==> config.mk <==
export PLATFORM = sky130hd
export DESIGN_NAME = instr_fetch_ctrl_flat
export DESIGN_NICKNAME = d
export VERILOG_FILES = /design/src/rtl/instr_fetch_ctrl_pkg.sv /design/src/rtl/instr_fetch_ctrl_if.sv /design/src/rtl/instr_fetch_ctrl_fifo.sv /design/src/rtl/instr_fetch_ctrl.sv /design/src/flat_wrapper.sv
export SDC_FILE = /design/constraint.sdc
export NUM_CORES = 1
export LEC_CHECK = 0
export ABC_AREA = 1
export CORE_MARGIN = 2
export CORE_UTILIZATION = 55
export DETAILED_ROUTE_END_ITERATION = 12
export PLACE_DENSITY = 0.85
export SYNTH_ARGS = -nofsm -noshare
export SYNTH_HDL_FRONTEND = slang
export SYNTH_SLANG_ARGS = --single-unit
==> constraint.sdc <==
create_clock -name clk -period 3.9 [get_ports clk]
set_input_delay 0.39 -clock clk [delete_from_list [all_inputs] [get_ports clk]]
set_output_delay 0.39 -clock clk [all_outputs]
set_load 0.02 [all_outputs]
==> src/rtl/instr_fetch_ctrl_pkg.sv <==
// Shared types and constants for the instruction fetch sequencer.
// Optional feature macro used by the fetch files: FETCH_FAULT_EN.
package rv_fetch_pkg;

    typedef enum logic [1:0] {
        BOOT  = 2'd0,
        RUN   = 2'd1,
        HALT  = 2'd2,
        FAULT = 2'd3
    } fetch_state_e;

    localparam logic [31:0] NOP_INSTR = 32'h0000_0013;

    typedef struct packed {
        logic [31:0] pc;
        logic [31:0] instr;
    } fetch_entry_t;

endpackage

==> src/rtl/instr_fetch_ctrl_if.sv <==
// ROM, decode and control signals of the fetch sequencer.
// The master modport is the fetch controller; slave is its environment.
interface instr_fetch_ctrl_if;
    logic [31:0] rom_addr;
    logic [31:0] rom_data;
    logic        instr_valid;
    logic        instr_ready;
    logic [31:0] instr;
    logic [31:0] instr_pc;
    logic        redirect_valid;
    logic [31:0] redirect_pc;
    logic        halt_req;
    logic        halted;
    logic        fetch_fault;

    modport master (
        output rom_addr, instr_valid, instr, instr_pc, halted, fetch_fault,
        input  rom_data, instr_ready, redirect_valid, redirect_pc, halt_req
    );

    modport slave (
        input  rom_addr, instr_valid, instr, instr_pc, halted, fetch_fault,
        output rom_data, instr_ready, redirect_valid, redirect_pc, halt_req
    );
endinterface

==> src/rtl/instr_fetch_ctrl_fifo.sv <==
// Small synchronous FIFO of {pc,instr} fetch entries; flush beats push.
// DEPTH must be a power of two so the pointers wrap naturally.
module fetch_fifo
    import rv_fetch_pkg::*;
#(
    parameter int DEPTH = 2
) (
    input  logic         clk,
    input  logic         reset_n,
    input  logic         push,
    input  logic         pop,
    input  logic         flush,
    input  fetch_entry_t push_data,
    output fetch_entry_t head,
    output logic         full,
    output logic         empty
);
    localparam int PW = $clog2(DEPTH);
    localparam logic [PW:0] DEPTH_C = (PW+1)'(DEPTH);

    logic [PW-1:0] wr_ptr_q, wr_ptr_d, rd_ptr_q, rd_ptr_d;
    logic [PW:0]   count_q, count_d;
    logic          do_push, do_pop;
    fetch_entry_t  slots [DEPTH];

    assign empty   = (count_q == '0);
    assign full    = (count_q == DEPTH_C);
    assign do_pop  = pop && !empty;
    assign do_push = push && !flush && (!full || do_pop);
    assign head    = slots[rd_ptr_q];

    always_comb begin
        wr_ptr_d = wr_ptr_q;
        rd_ptr_d = rd_ptr_q;
        count_d  = count_q;
        if (flush) begin
            wr_ptr_d = '0;
            rd_ptr_d = '0;
            count_d  = '0;
        end else begin
            if (do_push) wr_ptr_d = wr_ptr_q + PW'(1);
            if (do_pop)  rd_ptr_d = rd_ptr_q + PW'(1);
            count_d = count_q + (PW+1)'(do_push) - (PW+1)'(do_pop);
        end
    end

    always_ff @(posedge clk or negedge reset_n) begin
        if (!reset_n) begin
            wr_ptr_q <= '0;
            rd_ptr_q <= '0;
            count_q  <= '0;
        end else begin
            wr_ptr_q <= wr_ptr_d;
            rd_ptr_q <= rd_ptr_d;
            count_q  <= count_d;
        end
    end

    for (genvar gi = 0; gi < DEPTH; gi++) begin : g_slot
        fetch_entry_t slot_q, slot_d;

        always_comb begin
            slot_d = slot_q;
            if (do_push && (wr_ptr_q == PW'(gi))) slot_d = push_data;
        end

        always_ff @(posedge clk or negedge reset_n) begin
            if (!reset_n) slot_q <= '0;
            else          slot_q <= slot_d;
        end

        assign slots[gi] = slot_q;
    end
endmodule

==> src/rtl/instr_fetch_ctrl.sv <==
// Fetch sequencer: owns the PC, drives the ROM address and queues {pc,instr} for decode.
// FETCH_FAULT_EN enables misaligned/out-of-range fetch faults; otherwise targets are word-aligned.
module instr_fetch_ctrl
    import rv_fetch_pkg::*;
#(
    parameter logic [31:0] RESET_PC  = 32'h0000_0000,
    parameter int          ROM_WORDS = 256,
    parameter int          BUF_DEPTH = 2
) (
    input  logic               clk,
    input  logic               reset_n,
    instr_fetch_ctrl_if.master bus
);
    if (BUF_DEPTH < 2 || (BUF_DEPTH & (BUF_DEPTH - 1)) != 0 || ROM_WORDS < 1) begin : g_param_check
        $error("instr_fetch_ctrl: BUF_DEPTH must be a power of two >= 2 and ROM_WORDS >= 1");
    end

    fetch_state_e state_q, state_d;
    logic [31:0]  pc_q, pc_d;
    logic [31:0]  redirect_target;
    logic         push, pop, flush, fault_hit;
    logic         fifo_full, fifo_empty;
    fetch_entry_t push_entry, head_entry;

`ifdef FETCH_FAULT_EN
    localparam logic [32:0] ROM_LIMIT = 33'(ROM_WORDS) * 33'd4;

    assign redirect_target = bus.redirect_pc;
    assign fault_hit       = (pc_q[1:0] != 2'b00) || ({1'b0, pc_q} >= ROM_LIMIT);
    assign bus.fetch_fault = (state_q == FAULT);
`else
    logic unused_redirect_lsbs;

    assign unused_redirect_lsbs = ^bus.redirect_pc[1:0];
    assign redirect_target      = {bus.redirect_pc[31:2], 2'b00};
    assign fault_hit            = 1'b0;
    assign bus.fetch_fault      = 1'b0;
`endif

    assign pop        = !fifo_empty && bus.instr_ready;
    assign push_entry = '{pc: pc_q, instr: bus.rom_data};

    // Redirect outranks every state transition except leaving BOOT.
    always_comb begin
        state_d = state_q;
        pc_d    = pc_q;
        push    = 1'b0;
        flush   = 1'b0;
        if (bus.redirect_valid && state_q != BOOT) begin
            flush   = 1'b1;
            pc_d    = redirect_target;
            state_d = RUN;
        end else begin
            case (state_q)
                BOOT: state_d = RUN;
                RUN: begin
                    if (bus.halt_req) begin
                        state_d = HALT;
                    end else if (fault_hit) begin
                        state_d = FAULT;
                    end else if (!fifo_full || pop) begin
                        push = 1'b1;
                        pc_d = pc_q + 32'd4;
                    end
                end
                HALT:    if (!bus.halt_req) state_d = RUN;
                FAULT:   state_d = FAULT;
                default: state_d = BOOT;
            endcase
        end
    end

    always_ff @(posedge clk or negedge reset_n) begin
        if (!reset_n) begin
            state_q <= BOOT;
            pc_q    <= RESET_PC;
        end else begin
            state_q <= state_d;
            pc_q    <= pc_d;
        end
    end

    fetch_fifo #(.DEPTH(BUF_DEPTH)) u_fifo (
        .clk       (clk),
        .reset_n   (reset_n),
        .push      (push),
        .pop       (pop),
        .flush     (flush),
        .push_data (push_entry),
        .head      (head_entry),
        .full      (fifo_full),
        .empty     (fifo_empty)
    );

    assign bus.rom_addr    = pc_q;
    assign bus.instr_valid = !fifo_empty;
    assign bus.instr       = fifo_empty ? NOP_INSTR : head_entry.instr;
    assign bus.instr_pc    = fifo_empty ? 32'h0 : head_entry.pc;
    assign bus.halted      = (state_q == HALT) && fifo_empty;
endmodule

==> src/flat_wrapper.sv <==
// flat-port wrapper written by rule: the top's interface ports become plain ports
module instr_fetch_ctrl_flat import rv_fetch_pkg::*;
#(
    parameter logic [31:0] RESET_PC  = 32'h0000_0000,
    parameter int          ROM_WORDS = 256,
    parameter int          BUF_DEPTH = 2
)
  (clk, reset_n, bus_rom_addr, bus_instr_valid, bus_instr, bus_instr_pc, bus_halted, bus_fetch_fault, bus_rom_data, bus_instr_ready, bus_redirect_valid, bus_redirect_pc, bus_halt_req);
  instr_fetch_ctrl_if bus_i ();
  input  logic clk;
  input  logic reset_n;
  output wire logic [$bits(bus_i.rom_addr)-1:0] bus_rom_addr;
  output wire logic [$bits(bus_i.instr_valid)-1:0] bus_instr_valid;
  output wire logic [$bits(bus_i.instr)-1:0] bus_instr;
  output wire logic [$bits(bus_i.instr_pc)-1:0] bus_instr_pc;
  output wire logic [$bits(bus_i.halted)-1:0] bus_halted;
  output wire logic [$bits(bus_i.fetch_fault)-1:0] bus_fetch_fault;
  input wire logic [$bits(bus_i.rom_data)-1:0] bus_rom_data;
  input wire logic [$bits(bus_i.instr_ready)-1:0] bus_instr_ready;
  input wire logic [$bits(bus_i.redirect_valid)-1:0] bus_redirect_valid;
  input wire logic [$bits(bus_i.redirect_pc)-1:0] bus_redirect_pc;
  input wire logic [$bits(bus_i.halt_req)-1:0] bus_halt_req;
  assign bus_rom_addr = bus_i.rom_addr;
  assign bus_instr_valid = bus_i.instr_valid;
  assign bus_instr = bus_i.instr;
  assign bus_instr_pc = bus_i.instr_pc;
  assign bus_halted = bus_i.halted;
  assign bus_fetch_fault = bus_i.fetch_fault;
  assign bus_i.rom_data = bus_rom_data;
  assign bus_i.instr_ready = bus_instr_ready;
  assign bus_i.redirect_valid = bus_redirect_valid;
  assign bus_i.redirect_pc = bus_redirect_pc;
  assign bus_i.halt_req = bus_halt_req;
  instr_fetch_ctrl #(.RESET_PC(RESET_PC), .ROM_WORDS(ROM_WORDS), .BUF_DEPTH(BUF_DEPTH)) u_core (.clk(clk), .reset_n(reset_n), .bus(bus_i));
endmodule
==> results of run 1 <==
-- Yosys cell counts (all sizes together) --
master,n
nand2,378
dfrtp,160
o21ai,138
inv,88
a21oi,62
nand3,48
nor2,46
buf,34
clkbuf,24
o211ai,8
xor2,8
nand4,5
ha,3
o221ai,3
and2,2
nand3b,2
nor3,2
xnor2,2
a211oi,1
a31oi,1
conb,1
-- critical path, stage by stage, from the launching register on --
cell and delay (ns):
dfrtp_2 0.67, inv_2 0.14, buf_4 0.37, nand2_1 0.12, a21oi_1 0.27, clkdlybuf4s50_1 0.66
-- power by group through the flow --
stage | registers (mW) | logic, mW | clock network [mW]
4_1_cts | 2.70 | 2.64 | 1.71
6_report | 2.71 | 2.62 | 1.70
2_1_floorplan | 2.66 | 1.56 | 0
3_5_place_dp | 2.72 | 2.61 | 0
3_3_place_gp | 2.69 | 2.55 | 0
5_1_grt | 2.79 | 2.89 | 1.80
-- state kept, by name, indices dropped and copies added (netlist names) --
| register | cells |
|---|---|
| u_core.u_fifo.g_slot.slot_q | 124 |
| u_core.bus.rom_addr | 30 |
| u_core.state_q | 2 |
| u_core.u_fifo.count_q | 2 |
| u_core.u_fifo.rd_ptr_q | 1 |
| u_core.u_fifo.wr_ptr_q | 1 |
-- cell families after synthesis --
group,share of synthesized area
xor gates and xnor gates,0.01112
other,0.0004763
DFF,0.5085
buffers and inverters,0.08676
and+or+nand+nor,0.2461
AOI/OAI and AO/OA,0.1422
adders and majority gates,0.004768
-- per-layer routing --
| metal | global-route usage | up-vias | share of wire | wire length, um |
|---|---|---|---|---|
| met4 | 0.1136 | 0 | 0.025 | 511 |
| met3 | 0.05357 | 48 | 0.080 | 1644 |
| met5 | 0 | - | 0 | 0 |
| li1 | - | 3512 | - | - |
| met2 | 0.4375 | 336 | 0.47 | 9577 |
| met1 | 0.3890 | 3452 | 0.43 | 8810 |
-- final timing paths --
check | end | depth (start not counted) | start
worst max-delay path | bus_instr_pc[17] | 5 | u_core.u_fifo.rd_ptr_q
worst min-delay path | u_core.u_fifo.g_slot[0].slot_q[25] | 1 | reset_n
worst max register to register | u_core.u_fifo.g_slot[1].slot_q[41] | 8 | u_core.state_q[1]
worst min register to register | u_core.u_fifo.g_slot[0].slot_q[0] | 2 | u_core.u_fifo.g_slot[0].slot_q[0]
max in group asynchronous | u_core.bus.rom_addr[13] | 2 | reset_n
min in group clk | u_core.u_fifo.g_slot[0].slot_q[0] | 2 | u_core.u_fifo.g_slot[0].slot_q[0]
-- cell type report --
type | count | area share
clock buffers | 21 | 0.04655
well taps | 180 | 0.02229
clock inverters | 10 | 0.01337
multi-input cells | 714 | 0.3186
flip-flops and latches | 160 | 0.3963
repair buffers | 169 | 0.1702
inverters | 88 | 0.03269
==> results by group, run 1 <==
Status
  – Outcome: completed

Timing
  – Fin Setup TNS: 0 ns
  – Worst Skew: 0.007460 ns
  – Max_slew headroom: 0.3744
  – Final setup fails: 0
  – Highest clock frequency the design can meet: 326.4 MHz
  – Final critical-path setup slack: 0.8366 ns
  – Final hold vios: 0
  – Hold slack final: 0.04468 ns
  – Count of final max-slew check failures: 0
  – Unrepaired setup endpoints after global routing: no
  – Post-route clock period utilization: 0.7855
  – Period minus WS final: 3.063 ns
  – Transition time of the tightest slew-check pin: 0.9384 ns

Finish
  – Non-Filler Cell Area, Final: 0.01011 mm^2
  – Net count, final: 1222
  – Combined area of the multi-input logic cells: 0.003219 mm^2
  – Share of final-layout standard cells stronger than drive strength 1: 0.05508
  – Commonest cells after routing, fill and taps aside: 372 x nand2_1, 159 x clkdlybuf4s50_1, 159 x dfrtp_1, 105 x o21ai_1, 84 x inv_1
  – Storage element area: 0.004005 mm^2
  – Final Non-Filler Cells: 1342
  – Area growth from synthesis to final layout: 28.35%
  – Utilization of the core after routing: 0.7252
  – ANT cells: 0
  – Final-layout fill cell count: 1065
  – Most frequent standard cell in the layout excluding fill and tap cells: nand2_1

Power
  – Fraction of power spent switching nets: 0.3696
  – Switching power total: 2.597 mW
  – Internal portion of total power: 4.430 mW
  – Relative contribution of sequential cells to total power: 0.386
  – Leakage: 4.617 nW
  – Peak ir drop on the vdd network: 0.4016 mV
  – Power per standard cell area: 695.3 mW/mm^2
  – Total power after layout: 7.026 mW
  – Clock power share: 0.242
  – Combinational group share of total power: 0.373

Setup path
  – Worst Path Class, Setup: register to primary output
  – Reg2Reg Setup Slack: 1.53 ns
  – Largest fanout on the critical path: 36
  – Critical Path AT: 2.67 ns
  – Crit path required time: 3.51 ns
  – Setup crit start kind: register
  – Crit end category: primary output

Drt
  – Drt drc: 0
  – Via density per instance: 5.475
  – Post-detailed-route wirelength per cell: 15.31 um
  – Count of TritonRoute iterations in the first routing pass: 6
  – First-iteration detailed-routing DRC count: 737
  – WL final: 20.54 mm
  – DRT antenna net count: 0
  – Vias after detailed routing: 7348

Clock network
  – Root buffer cell: clkbuf_16
  – Count of instances resized after the clock tree is built: 0
  – H-tree levels: 4
  – Clock buffers created by TritonCTS: 17
  – Clock transition time at the flip-flop clock pins of the worst setup and hold paths: 0.06 ns
  – Post-CTS Hold Fix Bufs: 0
  – Max Buffers Root-to-Sink: 2
  – TritonCTS clock tree: built
  – Number of buffers inserted to repair setup after CTS: 0
  – Clock latency on the worst-skew pair: 0.43 ns
  – Total clock sinks: 160

Placement
  – Count of buffers inserted at the top-level ports: 160
  – Post-detailed-placement cell area: 0.009500 mm^2
  – Detailed placement HPWL: 13.19 mm
  – Worst setup slack before clock tree synthesis: 1.060 ns
  – Placer's final routability congestion estimate: 0.9160
  – # placed instances: 1311

Logic synthesis
  – Gate count after technology mapping: 1016
  – Library cell occupying the most area in the post-synthesis netlist: dfrtp_1
  – Average cell area after synthesis: 7.750 um^2
  – Number of distinct library cells after synthesis: 30
  – Top-area cell type share of the netlist area: 0.5085
  – Leading post-synthesis cells by cell area: dfrtp_1 51%, nand2_1 18%, o21ai_1 6.7%
  – Synthesized flop and latch total: 160
  – Sequential share of the synthesized area: 0.5085
  – Cell area after synthesis: 0.007874 mm^2
  – Number of warnings printed during yosys synthesis: 0

Global route
  – Global-route wire length before repair: 33.20 mm
  – Overflow left after global routing: 0
  – Global-route usage over all layers: 0.2805
  – Antenna violations before repair: 0
  – Number of global-route vias before repair: 6877
  – Maximum number of pins on one net before global-route repair: 100

Floorplanning
  – Core area: 0.01393 mm^2
  – Chip Width: 123.7 um
  – Io pins: 168
  – Height of the die: 123.7 um
  – DIE AREA: 0.01529 mm^2
  – Initial core utilization: 0.5651
  – Total number of placement rows: 43

Worst hold path
  – Type of the most critical hold path: primary input to async pin

Job
  – Maximum capacitance violations: 0
No activity file was read; power rests on OpenSTA's default activity.
==> run 2, diff against run 1 <==
--- a/config.mk
+++ b/config.mk
@@ -7,9 +7,9 @@
 export LEC_CHECK = 0
 export ABC_AREA = 1
 export CORE_MARGIN = 2
-export CORE_UTILIZATION = 55
+export CORE_UTILIZATION = 46
 export DETAILED_ROUTE_END_ITERATION = 12
-export PLACE_DENSITY = 0.85
+export PLACE_DENSITY = 0.76
 export SYNTH_ARGS = -nofsm -noshare
 export SYNTH_HDL_FRONTEND = slang
 export SYNTH_SLANG_ARGS = --single-unit
==> constraint.sdc (replaced) <==
create_clock -name clk -period 2.75 [get_ports clk]
set_input_delay 0.275 -clock clk [delete_from_list [all_inputs] [get_ports clk]]
set_output_delay 0.275 -clock clk [all_outputs]
set_load 0.02 [all_outputs]
==> results by group, run 2 (synthesis results as in run 1) <==
Placement
  – Post-detailed-placement cell area: 0.009673 mm^2 (was 0.009500 mm^2)
  – Placer's final routability congestion estimate: 0.8822 (was 0.9160)
  – Detailed placement HPWL: 13.95 mm (was 13.19 mm)
  – Count of buffers inserted at the top-level ports: 160 (unchanged)

Global route
  – Maximum number of pins on one net before global-route repair: 78 (was 100)
  – Global-route wire length before repair: 34.13 mm (was 33.20 mm)
  – Number of global-route vias before repair: 6794 (was 6877)
  – Overflow left after global routing: 0 (unchanged)
  – Global-route usage over all layers: 0.2384 (was 0.2805)
  – Antenna violations before repair: 0 (unchanged)

Finish
  – Most frequent standard cell in the layout excluding fill and tap cells: nand2_1 (unchanged)
  – Non-Filler Cell Area, Final: 0.01036 mm^2 (was 0.01011 mm^2)
  – ANT cells: 0 (unchanged)
  – Area growth from synthesis to final layout: 31.62% (was 28.35%)
  – Share of final-layout standard cells stronger than drive strength 1: 0.06803 (was 0.05508)
  – Commonest cells after routing, fill and taps aside: 372 x nand2_1, 159 x dfrtp_1, 157 x clkdlybuf4s50_1, 105 x o21ai_1, 84 x inv_1 (was 372 x nand2_1, 159 x clkdlybuf4s50_1, 159 x dfrtp_1, 105 x o21ai_1, 84 x inv_1)
  – Net count, final: 1235 (was 1222)
  – Flip-flop count of the largest register, all copies and words added: 124 (unchanged)
  – Most flop-heavy register: u_core.u_fifo.g_slot.slot_q (unchanged)

Drt
  – Post-detailed-route wirelength per cell: 14.78 um (was 15.31 um)
  – Count of TritonRoute iterations in the first routing pass: 5 (was 6)
  – WL final: 20.63 mm (was 20.54 mm)
  – Via density per instance: 5.128 (was 5.475)
  – First-iteration detailed-routing DRC count: 556 (was 737)
  – Drt drc: 0 (unchanged)
  – Vias after detailed routing: 7158 (was 7348)
  – DRT antenna net count: 0 (unchanged)

Clock network
  – Clock buffers created by TritonCTS: 17 (unchanged)
  – TritonCTS clock tree: built (unchanged)
  – Total clock sinks: 160 (unchanged)
  – Clock latency on the worst-skew pair: 0.42 ns (was 0.43 ns)
  – H-tree levels: 4 (unchanged)
  – Clock transition time at the flip-flop clock pins of the worst setup and hold paths: 0.06 ns (about the same)
  – Root buffer cell: clkbuf_16 (unchanged)
  – Max Buffers Root-to-Sink: 2 (unchanged)

Power
  – Peak ir drop on the vdd network: 0.5096 mV (was 0.4016 mV)
  – Total power after layout: 10.27 mW (was 7.026 mW)
  – Power per standard cell area: 991.0 mW/mm^2 (was 695.3 mW/mm^2)
  – Leakage: 4.739 nW (was 4.617 nW)

Job
  – Maximum capacitance violations: 0 (unchanged)

Worst hold path
  – Type of the most critical hold path: primary input to register (was primary input to async pin)

Timing
  – Transition time of the tightest slew-check pin: 0.7278 ns (was 0.9384 ns)
  – Max_slew headroom: 0.5148 (was 0.3744)
  – Period minus WS final: 2.565 ns
  – Hold slack final: 0.4076 ns (was 0.04468 ns)
  – Unrepaired setup endpoints after global routing: no (unchanged)
  – Highest clock frequency the design can meet: 389.9 MHz
  – Post-route clock period utilization: 0.9328
  – Final setup fails: 0 (unchanged)
  – Worst Skew: 0.005773 ns (was 0.007460 ns)
  – Fin Setup TNS: 0 ns (unchanged)
  – Count of final max-slew check failures: 0 (unchanged)
  – Final hold vios: 0 (unchanged)

Setup path
  – Crit end category: primary output (unchanged)
  – Critical Path AT: 2.29 ns (was 2.67 ns)
  – Worst Path Class, Setup: register to primary output (unchanged)
  – Setup crit start kind: register (unchanged)
  – Crit path required time: 2.48 ns (was 3.51 ns)
  – Largest fanout on the critical path: 20 (was 36)

Floorplanning
  – Total number of placement rows: 47 (was 43)
  – Chip Width: 134.8 um (was 123.7 um)
  – DIE AREA: 0.01818 mm^2 (was 0.01529 mm^2)
  – Io pins: 168 (unchanged)
  – Initial core utilization: 0.4731 (was 0.5651)
  – Height of the die: 134.8 um (was 123.7 um)
  – Core area: 0.01664 mm^2 (was 0.01393 mm^2)

Status
  – Outcome: completed (unchanged)
run 2: changes by cell type in the layout (fill, tap and decap cells not counted), sizes merged:
cell           before  now
clkdlybuf4s50     159  157
buf                10   24
bufinv              3    6
clkbuf             21   18
clkinv              3    6
clkinvlp            4    2
dlygate4sd3         0    1
run 2: path summary, 6_finish.rpt:
check | start | end | slack (ns) | cells after the start
worst max-delay path | u_core.u_fifo.rd_ptr_q | bus_instr[17] | 0.18 | 5
worst min-delay path | bus_halt_req | u_core.state_q[0] | 0.41 | 2
worst max register to register | u_core.u_fifo.count_q[1] | u_core.u_fifo.count_q[1] | 0.75 | 8
worst min register to register | u_core.u_fifo.g_slot[0].slot_q[2] | u_core.u_fifo.g_slot[0].slot_q[2] | 0.49 | 2
max in group asynchronous | reset_n | u_core.u_fifo.g_slot[0].slot_q[46] | 1.49 | 3
min in group asynchronous | reset_n | u_core.u_fifo.g_slot[1].slot_q[21] | 0.45 | 2
run 2: area by class of cell:
class | count | area [um^2]
timing repair buffer | 182 | 1857
clock buffer | 18 | 439.2
multi-input combinational | 714 | 3219
clock inverter | 14 | 236.5
tap | 220 | 275.3
inverter | 88 | 331.6
sequential | 160 | 4005
fill | 1473 | 6279
run 2: where the power goes:
part	internal, mW	switching (mW)	total [mW]
logic	1.60	2.20	3.80
clock network	1.73	0.951	2.68
registers	3.23	0.564	3.79
run 2: metal layers:
metal / GRT usage / vias up / share of wire
li1: - / 3544 / -
met1: 0.3303 / 3338 / 0.46
met4: 0.08713 / 0 / 0.016
met5: 0 / - / 0
met3: 0.04354 / 27 / 0.054
met2: 0.3765 / 249 / 0.47
run 2: worst max-delay path, cell delays in order, from the launching register on:
cell	delay, ns
dfrtp_2	0.41
clkinv_2	0.29
buf_4	0.30
nand2_1	0.08
a21oi_1	0.14
clkdlybuf4s50_1	0.64
run 2: metrics by stage:
step                      instances  worst slack [ns]    util
after floorplan                1020             1.064       -
after global placement         1363            0.5124  0.5812
after detailed placement       1363            0.5147  0.5812
after CTS                      1396           0.03820  0.6224
after global routing           1396           0.03956  0.6227
final                          1396            0.1849  0.6227
run 2: timing repair:
item,4_1_cts,5_1_grt
setup endpoints to repair,0,24
hold buffers,1,0
endpoints found under the hold margin,74,0
setup buffers,0,0
resized for setup,0,2
==> run 3, diff against run 2 <==
--- a/config.mk
+++ b/config.mk
@@ -8,8 +8,10 @@
 export ABC_AREA = 1
 export CORE_MARGIN = 2
 export CORE_UTILIZATION = 46
+export CTS_BUF_LIST = sky130_fd_sc_hd__clkbuf_16
 export DETAILED_ROUTE_END_ITERATION = 12
 export PLACE_DENSITY = 0.76
+export SLEW_MARGIN = 10
 export SYNTH_ARGS = -nofsm -noshare
 export SYNTH_HDL_FRONTEND = slang
 export SYNTH_SLANG_ARGS = --single-unit
==> results by group, run 3 (synthesis results as in run 1) <==
Finish
  – Commonest cells after routing, fill and taps aside: 372 x nand2_1, 159 x dfrtp_1, 157 x clkdlybuf4s50_1, 105 x o21ai_1, 84 x inv_1 (unchanged)
  – Non-Filler Cell Area, Final: 0.01035 mm^2 (was 0.01036 mm^2)
  – Area growth from synthesis to final layout: 31.50% (was 31.62%)
  – Flip-flop count of the largest register, all copies and words added: 124 (unchanged)
  – Share of final-layout standard cells stronger than drive strength 1: 0.06718 (was 0.06803)
  – ANT cells: 0 (unchanged)
  – Net count, final: 1235 (unchanged)
  – Most flop-heavy register: u_core.u_fifo.g_slot.slot_q (unchanged)
  – Most frequent standard cell in the layout excluding fill and tap cells: nand2_1 (unchanged)
  – Final Non-Filler Cells: 1396 (unchanged)

Drt
  – Drt drc: 0 (unchanged)
  – DRT antenna net count: 0 (unchanged)
  – Count of TritonRoute iterations in the first routing pass: 5 (unchanged)
  – First-iteration detailed-routing DRC count: 556 (unchanged)
  – Vias after detailed routing: 7143 (was 7158)
  – Via density per instance: 5.117 (was 5.128)
  – Post-detailed-route wirelength per cell: 14.85 um (was 14.78 um)
  – WL final: 20.74 mm (was 20.63 mm)

Timing
  – Highest clock frequency the design can meet: 389.6 MHz (was 389.9 MHz)
  – Final critical-path setup slack: 0.1829 ns (was 0.1849 ns)
  – Post-route clock period utilization: 0.9335 (was 0.9328)
  – Transition time of the tightest slew-check pin: 0.7403 ns (was 0.7278 ns)
  – Unrepaired setup endpoints after global routing: no (unchanged)
  – Worst Skew: 0.006338 ns (was 0.005773 ns)
  – Count of final max-slew check failures: 0 (unchanged)
  – Fin Setup TNS: 0 ns (unchanged)
  – Final hold vios: 0 (unchanged)
  – Final setup fails: 0 (unchanged)
  – Period minus WS final: 2.567 ns (was 2.565 ns)
  – Max_slew headroom: 0.5065 (was 0.5148)

Placement
  – Worst setup slack before clock tree synthesis: 0.5147 ns (unchanged)
  – Placer's final routability congestion estimate: 0.8822 (unchanged)
  – # placed instances: 1363 (unchanged)
  – Count of buffers inserted at the top-level ports: 160 (unchanged)
  – Detailed placement HPWL: 13.95 mm (unchanged)
  – Post-detailed-placement cell area: 0.009673 mm^2 (unchanged)

Setup path
  – Worst path slowest cell: clkdlybuf4s50_1 (unchanged)
  – Largest fanout on the critical path: 20 (unchanged)
  – Reg-to-Reg End: u_core.u_fifo.count_q[1] (unchanged)
  – Maximum single-stage delay on the critical path: 0.64 ns (about the same)
  – Startpoint of the worst-slack reg-to-reg timing path: u_core.u_fifo.count_q[1] (unchanged)
  – Crit end category: primary output (unchanged)
  – Critical Path AT: 2.29 ns (about the same)
  – Crit path required time: 2.48 ns (about the same)
  – Worst Path Class, Setup: register to primary output (unchanged)
  – Cell Chain, Critical Path: clkinv_2 -> buf_4 -> nand2_1 -> a21oi_1 -> clkdlybuf4s50_1 (unchanged)
  – Depth of the worst register-to-register path: 8 (unchanged)
  – Setup crit start kind: register (unchanged)
  – Reg2Reg Setup Slack: 0.75 ns (about the same)

Clock network
  – Number of buffers inserted to repair setup after CTS: 0 (unchanged)
  – Clock latency on the worst-skew pair: 0.42 ns (about the same)
  – Clock transition time at the flip-flop clock pins of the worst setup and hold paths: 0.06 ns (about the same)
  – Total clock sinks: 160 (unchanged)
  – Clock buffers created by TritonCTS: 17 (unchanged)
  – Root buffer cell: clkbuf_16 (unchanged)
  – Max Buffers Root-to-Sink: 2 (unchanged)
  – TritonCTS clock tree: built (unchanged)
  – H-tree levels: 4 (unchanged)

Status
  – Outcome: completed (unchanged)

Job
  – Maximum capacitance violations: 0 (unchanged)

Global route
  – Antenna violations before repair: 0 (unchanged)
  – Global-route wire length before repair: 34.06 mm (was 34.13 mm)
  – Maximum number of pins on one net before global-route repair: 78 (unchanged)
  – Number of global-route vias before repair: 6790 (was 6794)
  – Global-route usage over all layers: 0.2376 (was 0.2384)
  – Overflow left after global routing: 0 (unchanged)

Floorplanning
  – DIE AREA: 0.01818 mm^2 (unchanged)
  – Initial core utilization: 0.4731 (unchanged)
  – Height of the die: 134.8 um (unchanged)
  – Io pins: 168 (unchanged)
  – Total number of placement rows: 47 (unchanged)
  – Core area: 0.01664 mm^2 (unchanged)
  – Chip Width: 134.8 um (unchanged)

Worst hold path
  – Depth of the worst hold-timing path: 2 (unchanged)
  – Type of the most critical hold path: primary input to register (unchanged)
  – Worst Hold Path EP: u_core.state_q[0] (unchanged)
  – Hold Crit Start: bus_halt_req (unchanged)

Power
  – Power per standard cell area: 989.5 mW/mm^2 (was 991.0 mW/mm^2)
  – Leakage: 4.734 nW (was 4.739 nW)
  – Peak ir drop on the vdd network: 0.5078 mV (was 0.5096 mV)
[run 3: cell count changes in the layout (fill, tap and decap cells not counted), sizes merged]
| cell | previous run | this run |
|---|---|---|
| clkinv | 6 | 7 |
| clkbuf | 18 | 17 |
[run 3: how the worst max path moves through the flow]
stage               cells after the start  slack, ns                  endpoint                      from
global placement                        4       0.51          bus_instr_pc[14]    u_core.u_fifo.rd_ptr_q
CTS                                     4       0.04          bus_instr_pc[14]    u_core.u_fifo.rd_ptr_q
finish                                  5       0.18             bus_instr[17]    u_core.u_fifo.rd_ptr_q
floorplan                               8       1.06  u_core.u_fifo.count_q[1]  u_core.u_fifo.count_q[0]
global route                            4       0.04          bus_instr_pc[14]    u_core.u_fifo.rd_ptr_q
detailed placement                      5       0.51             bus_instr[23]    u_core.u_fifo.rd_ptr_q
[run 3: repair_timing]
action | in CTS | in global routing
endpoints found under the setup margin | 0 | 24
endpoints found under the hold margin | 74 | 0
hold buffers | 1 | 0
resized for setup | 0 | 2
[run 3: layout make-up]
class	instances	area, um^2
clock buffers	17	425.4
clock inverters	15	240.2
fillers	1473	6289
inverters	88	331.6
multi-input cells	714	3219
flip-flops and latches	160	4005
well taps	220	275.3
repair buffers	182	1857
[run 3: per-layer routing]
| metal | routed length (um) | global-route usage | vias up |
|---|---|---|---|
| met5 | 0 | 0 | - |
| met3 | 1145 | 0.04354 | 25 |
| met2 | 9793 | 0.3765 | 243 |
| met1 | 9460 | 0.3293 | 3328 |
| li1 | - | - | 3547 |
| met4 | 336 | 0.08363 | 0 |
[run 3: report_power, final]
group | total, mW | switching, mW | internal, mW
clock network | 2.65 | 0.951 | 1.70
logic | 3.80 | 2.20 | 1.60
registers | 3.80 | 0.567 | 3.23
[run 3: worst max-delay path, delay by kind of cell (launching register included)]
kind	cells	cell delay, ns
buf+inv	3	1.24
flops	1	0.41
compound gates	1	0.14
simple gates	1	0.08
[run 3: through the flow]
step	hold WS, ns	power, mW	util
finish	0.4091	10.24	0.6221
global route	0.4072	10.93	0.6221
CTS	0.3849	10.32	0.6218
detailed placement	0.3635	7.616	0.5812
global placement	0.3583	7.522	0.5812
floorplan	-0.02059	5.982	-
